File: config.mk
export PLATFORM = sky130hd
export DESIGN_NAME = cache_mem_arbiter_flat
export DESIGN_NICKNAME = d
export VERILOG_FILES = /design/src/rtl/cache_arb_pkg.sv /design/src/rtl/cache_mem_arbiter_if.sv /design/src/rtl/cache_mem_arbiter_rr_picker.sv /design/src/rtl/cache_mem_arbiter.sv /design/src/flat_wrapper.sv
export SDC_FILE = /design/constraint.sdc
export NUM_CORES = 1
export LEC_CHECK = 0
export CAP_MARGIN = 10
export CORE_AREA = 2 2 120 122
export CTS_CLUSTER_DIAMETER = 150
export DETAILED_ROUTE_END_ITERATION = 10
export DIE_AREA = 0 0 122 124
export GPL_ROUTABILITY_DRIVEN = 1
export PLACE_DENSITY_LB_ADDON = 0.3
export SLEW_MARGIN = 0
export SYNTH_ARGS = -nofsm -noshare
export SYNTH_HDL_FRONTEND = slang
export SYNTH_SLANG_ARGS = --single-unit
File: constraint.sdc
create_clock -name clk -period 2.5 [get_ports clk]
set_clock_uncertainty 0.1 [all_clocks]
set_input_delay 0.5 -clock clk [delete_from_list [all_inputs] [get_ports clk]]
set_output_delay 0.5 -clock clk [all_outputs]
set_load 0.01 [all_outputs]
File: src/rtl/cache_arb_pkg.sv
// Shared definitions for the cache/memory burst arbiter: state encoding,
// default geometry derived from the cache line size, requester indices.
package cache_arb_pkg;

    // Cache line is 2**CACHE_B bytes, so a line holds 2**(CACHE_B-2) words.
    localparam int CACHE_B       = 5;
    localparam int DEF_N_REQ     = 2;
    localparam int DEF_BURST_LEN = 2 ** (CACHE_B - 2);

    localparam int REQ_ICACHE = 0;
    localparam int REQ_DCACHE = 1;

    typedef enum logic {
        ARB_IDLE = 1'b0,
        ARB_BUSY = 1'b1
    } arb_state_e;

    function automatic int rr_next(input int idx, input int n);
        return (idx + 1 >= n) ? 0 : idx + 1;
    endfunction

endpackage

File: src/rtl/cache_mem_arbiter_if.sv
// Bundle between cache controllers, the arbiter and the memory port.
// slave = arbiter view, master = cache controllers plus memory model view.
interface cache_mem_arbiter_if #(
    parameter int N_REQ = cache_arb_pkg::DEF_N_REQ
);
    // Handshake: a beat transfers in any cycle where mem_valid and mem_ready
    // are both high; ready[i] mirrors that transfer back to the owning cache.
    logic                    en;
    logic [N_REQ-1:0]        req;
    logic [N_REQ-1:0]        lock;
    logic [N_REQ-1:0]        we;
    logic [N_REQ*32-1:0]     addr;
    logic [N_REQ*32-1:0]     wdata;
    logic [N_REQ-1:0]        grant;
    logic [N_REQ-1:0]        ready;
    logic [31:0]             count;
    logic [31:0]             rdata;
    logic                    mem_valid;
    logic                    mem_we;
    logic [31:0]             mem_addr;
    logic [31:0]             mem_wdata;
    logic                    mem_ready;
    logic [31:0]             mem_rdata;
    cache_arb_pkg::arb_state_e dbg_state;

    modport slave (
        input  en, req, lock, we, addr, wdata, mem_ready, mem_rdata,
        output grant, ready, count, rdata, mem_valid, mem_we, mem_addr,
               mem_wdata, dbg_state
    );

    modport master (
        output en, req, lock, we, addr, wdata, mem_ready, mem_rdata,
        input  grant, ready, count, rdata, mem_valid, mem_we, mem_addr,
               mem_wdata, dbg_state
    );
endinterface

File: src/rtl/cache_mem_arbiter_rr_picker.sv
// Combinational round-robin search: first requester with req set, starting
// at the rr pointer and wrapping modulo N_REQ.
module rr_picker #(
    parameter int N_REQ = 2,
    localparam int IW   = (N_REQ > 1) ? $clog2(N_REQ) : 1
) (
    input  logic [N_REQ-1:0] req_i,
    input  logic [IW-1:0]    rr_i,
    output logic             valid_o,
    output logic [IW-1:0]    idx_o
);
    always_comb begin
        int j;
        valid_o = 1'b0;
        idx_o   = '0;
        j       = 0;
        // Scan from the farthest offset back so the nearest hit wins.
        for (int off = N_REQ - 1; off >= 0; off--) begin
            j = (int'(rr_i) + off) % N_REQ;
            if (req_i[IW'(j)]) begin
                valid_o = 1'b1;
                idx_o   = IW'(j);
            end
        end
    end
endmodule

File: src/rtl/cache_mem_arbiter.sv
// Grants whole BURST_LEN-beat bursts on one memory port to N_REQ cache
// controllers in round-robin order and supplies the shared beat counter.
module cache_mem_arbiter import cache_arb_pkg::*; #(
    parameter int N_REQ     = DEF_N_REQ,
    parameter int BURST_LEN = DEF_BURST_LEN,
    parameter int CW        = $clog2(BURST_LEN)
) (
    input logic               clk,
    input logic               reset,
    cache_mem_arbiter_if.slave bus
);
    localparam int IW = (N_REQ > 1) ? $clog2(N_REQ) : 1;

    arb_state_e     state_q, state_d;
    logic [IW-1:0]  owner_q, owner_d;
    logic [IW-1:0]  rr_q, rr_d;
    logic [CW-1:0]  cnt_q, cnt_d;

    logic           pick_valid;
    logic [IW-1:0]  pick_idx;
    logic           busy;
    logic           beat;
    logic           last_beat;

    rr_picker #(.N_REQ(N_REQ)) u_picker (
        .req_i   (bus.req),
        .rr_i    (rr_q),
        .valid_o (pick_valid),
        .idx_o   (pick_idx)
    );

    assign busy          = (state_q == ARB_BUSY);
    // A dropped req mid-burst stalls the burst rather than ending it.
    assign bus.mem_valid = busy & bus.en & bus.req[owner_q];
    assign beat          = bus.mem_valid & bus.mem_ready;
    assign last_beat     = (cnt_q == CW'(BURST_LEN - 1));

    assign bus.count     = 32'(cnt_q);
    assign bus.rdata     = bus.mem_rdata;
    assign bus.dbg_state = state_q;

    always_comb begin
        bus.grant     = '0;
        bus.ready     = '0;
        bus.mem_we    = 1'b0;
        bus.mem_addr  = '0;
        bus.mem_wdata = '0;
        if (busy) begin
            bus.grant[owner_q] = 1'b1;
            bus.ready[owner_q] = beat;
            bus.mem_we         = bus.we[owner_q];
            bus.mem_addr       = bus.addr[int'(owner_q) * 32 +: 32];
            bus.mem_wdata      = bus.wdata[int'(owner_q) * 32 +: 32];
        end
    end

    always_comb begin
        state_d = state_q;
        owner_d = owner_q;
        rr_d    = rr_q;
        cnt_d   = cnt_q;
        if (bus.en) begin
            case (state_q)
                ARB_IDLE: begin
                    if (pick_valid) begin
                        state_d = ARB_BUSY;
                        owner_d = pick_idx;
                        cnt_d   = '0;
                    end
                end
                ARB_BUSY: begin
                    if (beat) begin
                        // BURST_LEN is a power of two, so the add wraps to 0.
                        cnt_d = cnt_q + CW'(1);
                        if (last_beat && !bus.lock[owner_q]) begin
                            state_d = ARB_IDLE;
                            rr_d    = IW'(rr_next(int'(owner_q), N_REQ));
                        end
                    end
                end
                default: state_d = ARB_IDLE;
            endcase
        end
    end

    always_ff @(posedge clk) begin
        if (reset) begin
            state_q <= ARB_IDLE;
            owner_q <= '0;
            rr_q    <= '0;
            cnt_q   <= '0;
        end else begin
            state_q <= state_d;
            owner_q <= owner_d;
            rr_q    <= rr_d;
            cnt_q   <= cnt_d;
        end
    end
endmodule
File: src/flat_wrapper.sv
// flat-port wrapper written by rule: the top's interface ports become plain ports
module cache_mem_arbiter_flat import cache_arb_pkg::*;
#(
    parameter int N_REQ     = DEF_N_REQ,
    parameter int BURST_LEN = DEF_BURST_LEN,
    parameter int CW        = $clog2(BURST_LEN)
)
  (clk, reset, bus_en, bus_req, bus_lock, bus_we, bus_addr, bus_wdata, bus_mem_ready, bus_mem_rdata, bus_grant, bus_ready, bus_count, bus_rdata, bus_mem_valid, bus_mem_we, bus_mem_addr, bus_mem_wdata, bus_dbg_state);
  cache_mem_arbiter_if #(.N_REQ(N_REQ)) bus_i ();
  input logic clk;
  input logic reset;
  input wire logic [$bits(bus_i.en)-1:0] bus_en;
  input wire logic [$bits(bus_i.req)-1:0] bus_req;
  input wire logic [$bits(bus_i.lock)-1:0] bus_lock;
  input wire logic [$bits(bus_i.we)-1:0] bus_we;
  input wire logic [$bits(bus_i.addr)-1:0] bus_addr;
  input wire logic [$bits(bus_i.wdata)-1:0] bus_wdata;
  input wire logic [$bits(bus_i.mem_ready)-1:0] bus_mem_ready;
  input wire logic [$bits(bus_i.mem_rdata)-1:0] bus_mem_rdata;
  output wire logic [$bits(bus_i.grant)-1:0] bus_grant;
  output wire logic [$bits(bus_i.ready)-1:0] bus_ready;
  output wire logic [$bits(bus_i.count)-1:0] bus_count;
  output wire logic [$bits(bus_i.rdata)-1:0] bus_rdata;
  output wire logic [$bits(bus_i.mem_valid)-1:0] bus_mem_valid;
  output wire logic [$bits(bus_i.mem_we)-1:0] bus_mem_we;
  output wire logic [$bits(bus_i.mem_addr)-1:0] bus_mem_addr;
  output wire logic [$bits(bus_i.mem_wdata)-1:0] bus_mem_wdata;
  output wire logic [$bits(bus_i.dbg_state)-1:0] bus_dbg_state;
  assign bus_i.en = bus_en;
  assign bus_i.req = bus_req;
  assign bus_i.lock = bus_lock;
  assign bus_i.we = bus_we;
  assign bus_i.addr = bus_addr;
  assign bus_i.wdata = bus_wdata;
  assign bus_i.mem_ready = bus_mem_ready;
  assign bus_i.mem_rdata = bus_mem_rdata;
  assign bus_grant = bus_i.grant;
  assign bus_ready = bus_i.ready;
  assign bus_count = bus_i.count;
  assign bus_rdata = bus_i.rdata;
  assign bus_mem_valid = bus_i.mem_valid;
  assign bus_mem_we = bus_i.mem_we;
  assign bus_mem_addr = bus_i.mem_addr;
  assign bus_mem_wdata = bus_i.mem_wdata;
  assign bus_dbg_state = bus_i.dbg_state;
  cache_mem_arbiter #(.N_REQ(N_REQ), .BURST_LEN(BURST_LEN), .CW(CW)) u_core (.clk(clk), .reset(reset), .bus(bus_i));
endmodule
==> run metrics <==
DR vias=2191; DRC=0; IO Pins=305; ANT cells=0; final wirelength=7150 um; Non-Filler Instances=604; fin util=29.7%; CTS sink cnt=6; site row count=43; Layout area overhead=106%; initial drt markers=24; status=complete, no violations; clock latency on the worst-skew pair=0.23 ns; largest net degree at the start of global routing=40; share of the synthesized area in the top cell type=34.4%; die area=15100 um2; Post-DRT Antenna Nets=0; die width=122 um; syn_area_per_cell=7.94 um2; Slew Viols, Final=0; Worst path slowest cell=clkdlybuf4s50_1; die height=124 um; GR Overflow Total=0; Synth area leaders=mux2i_1, buf_4, nor2b_1; CP arrival=1.82 ns; IO buf count=211; ys async rst share=0%; sequential share of the synthesized area=6.07%; Clock transition at path regs=0.04 ns; final hold vios=0; Leak=1.40 nW; footprint of the multi-input gates=1440 um2; DP Wirelength=6080 um; Avg Vias per Cell=3.63; ys flop type=dfxtp_1; Initial Util=14.4%; placed cell count=600; Setup-failing EPs final=0; layout cells sized above 1=4.25%; GRT Total Usage=8.08%; Max-Cap Viols=0; CP bufs+invs=2; min Tclk post-route=2.42 ns; RSZ-0062 raised after global routing=no; TritonCTS Buffers=3; crit path kind=in2out; worst hold margin=0.392 ns; EDFF count, synth=0; clock tree buffer depth=2; H-tree lvl count=1; routed len/inst=11.8 um; crit-path max cell delay=0.52 ns; fmax=414 MHz; crit-path leading delay family=buffers and inverters; Reg area=125 um2; post-synthesis cell type count=25; first-pass GRT wire length=10000 um; Synth Cell Area=1980 um2; crit-path max FO=4; Yosys Warn Count=0; Syn Inst Count=249; worst min-delay path class=reg2reg; CP required=1.90 ns; worst vdd ir=0.153 mV; Final Worst Setup Slack=0.0836 ns; P per Cell Area=206 nW/um2; Yosys top cell by area=mux2i_1; CTS tree=done; drt pass-1 iters=3; number of global-route vias before repair=1995; Nets=597; Startpoint Class=input pin; flops & latches, synth=6; Crit. End Element=output pin; Final period util=96.7%; Final GP Congestion=0.720; initial antenna violation count=0; fillcell total=1459; PnR Total Power=0.840 mW; cell chain of the critical path=clkdlybuf4s50_1 > nand3_2 > or2_4 > nor2b_1 > dlygate4sd2_1; pre-CTS WS=-0.229 ns; Clk Tree Root Cell=clkbuf_16; core area=13700 um2
==> per-stage QoR <==
step | cell area (um2) | setup TNS, ns
2_1_floorplan | 2080 | 0
3_3_place_gp | 3990 | -0.434
3_5_place_dp | 3990 | -0.457
4_1_cts | 4070 | 0
5_1_grt | 4070 | 0
6_report | 4070 | 0
==> worst paths after layout <==
kind / from / endpoint / slack, ns / depth (start not counted)
worst max-delay path: bus_mem_ready / bus_ready[0] / 0.08 / 5
worst min-delay path: u_core.rr_q / u_core.owner_q / 0.39 / 2
worst max register to register: u_core.owner_q / u_core.rr_q / 0.63 / 4
worst min register to register: u_core.rr_q / u_core.owner_q / 0.39 / 2
==> cells in the final DEF (no fill, tap or decap) <==
cell type | netlist | final
clkdlybuf4s50_1 | 0 | 208
nor2b_1 | 69 | 69
mux2i_1 | 68 | 68
conb_1 | 1 | 29
buf_4 | 62 | 6
nand3b_1 | 4 | 4
dfxtp_1 | 6 | 4
nor2_1 | 3 | 3
nand2b_1 | 3 | 3
clkbuf_16 | 0 | 3
dlygate4sd2_1 | 0 | 3
a21oi_1 | 2 | 2
mux2_1 | 2 | 2
ha_1 | 2 | 2
buf_12 | 0 | 2
nand2_1 | 1 | 1
mux2i_2 | 1 | 1
nand3_2 | 0 | 1
or2_4 | 0 | 1
and2_1 | 1 | 1
o211ai_1 | 1 | 1
or3_1 | 1 | 1
nor4b_4 | 1 | 1
nor3_1 | 1 | 1
nand4_1 | 1 | 1
inv_1 | 1 | 1
a31oi_1 | 1 | 1
clkbuf_1 | 8 | 1
buf_6 | 0 | 1
dfxtp_2 | 0 | 1
dfxtp_4 | 0 | 1
==> kinds of logic (layout without fill, tap and decap cells) <==
group                    after synthesis  in the layout  synth area share (%)
buffers and inverters                 78            225                  27.0
adder cells (fa/ha/maj)                2              2                  1.26
flip-flops                             6              6                  6.07
AO/OA/AOI/OAI                          4              4                  1.20
other                                  1             29                 0.190
AND/OR/NAND/NOR                       87             87                  28.0
multiplexers                          71             71                  36.2
==> tightest hold or removal path: stages, from the launching register on <==
cell,delay (ns)
dfxtp_1,0.31
mux2i_1,0.07
nor2_1,0.08
==> what timing repair did <==
action	4_1_cts	5_1_grt
setup buffers	0	0
endpoints found under the hold margin	0	0
endpoints found under the setup margin	3	1
gates cloned	0	0
hold buffers	0	0
gates resized for setup	5	1
==> where the power goes <==
part,switching [mW],internal (mW),total (mW)
Sequential,0.00264,0.0969,0.0996
Clock,0.0557,0.212,0.267
Combinational,0.149,0.325,0.473
==> per-layer routing <==
| layer | routed length (um) | global-route usage (%) |
|---|---|---|
| met5 | 0 | 0 |
| met4 | 68 | 1.87 |
| met3 | 730 | 1.88 |
| met2 | 3790 | 15.0 |
| met1 | 2560 | 9.40 |
==> cells in the mapped netlist, types with 2 or more instances <==
| master | n |
|---|---|
| clkbuf_1 | 8 |
| dfxtp_1 | 6 |
| buf_2 | 7 |
| mux2i_1 | 68 |
| a21oi_1 | 2 |
| nand2b_1 | 3 |
| ha_1 | 2 |
| nor2_1 | 3 |
| nand3b_1 | 4 |
| buf_4 | 62 |
| mux2_1 | 2 |
| nor2b_1 | 69 |
==> state kept, by name (all words and copies together) (netlist names) <==
signal	cells
u_core.rr_q	1
u_core.bus.dbg_state	1
u_core.cnt_q	3
u_core.owner_q	1
==> cell type report <==
class	count	area share, %
repair buffers	220	54.1
multi-input cells	193	35.3
well taps	180	5.53
flip-flops and latches	6	3.07
clock buffers	4	1.93
inverters	1	0.0921
Power figures use the tool's default switching activity.
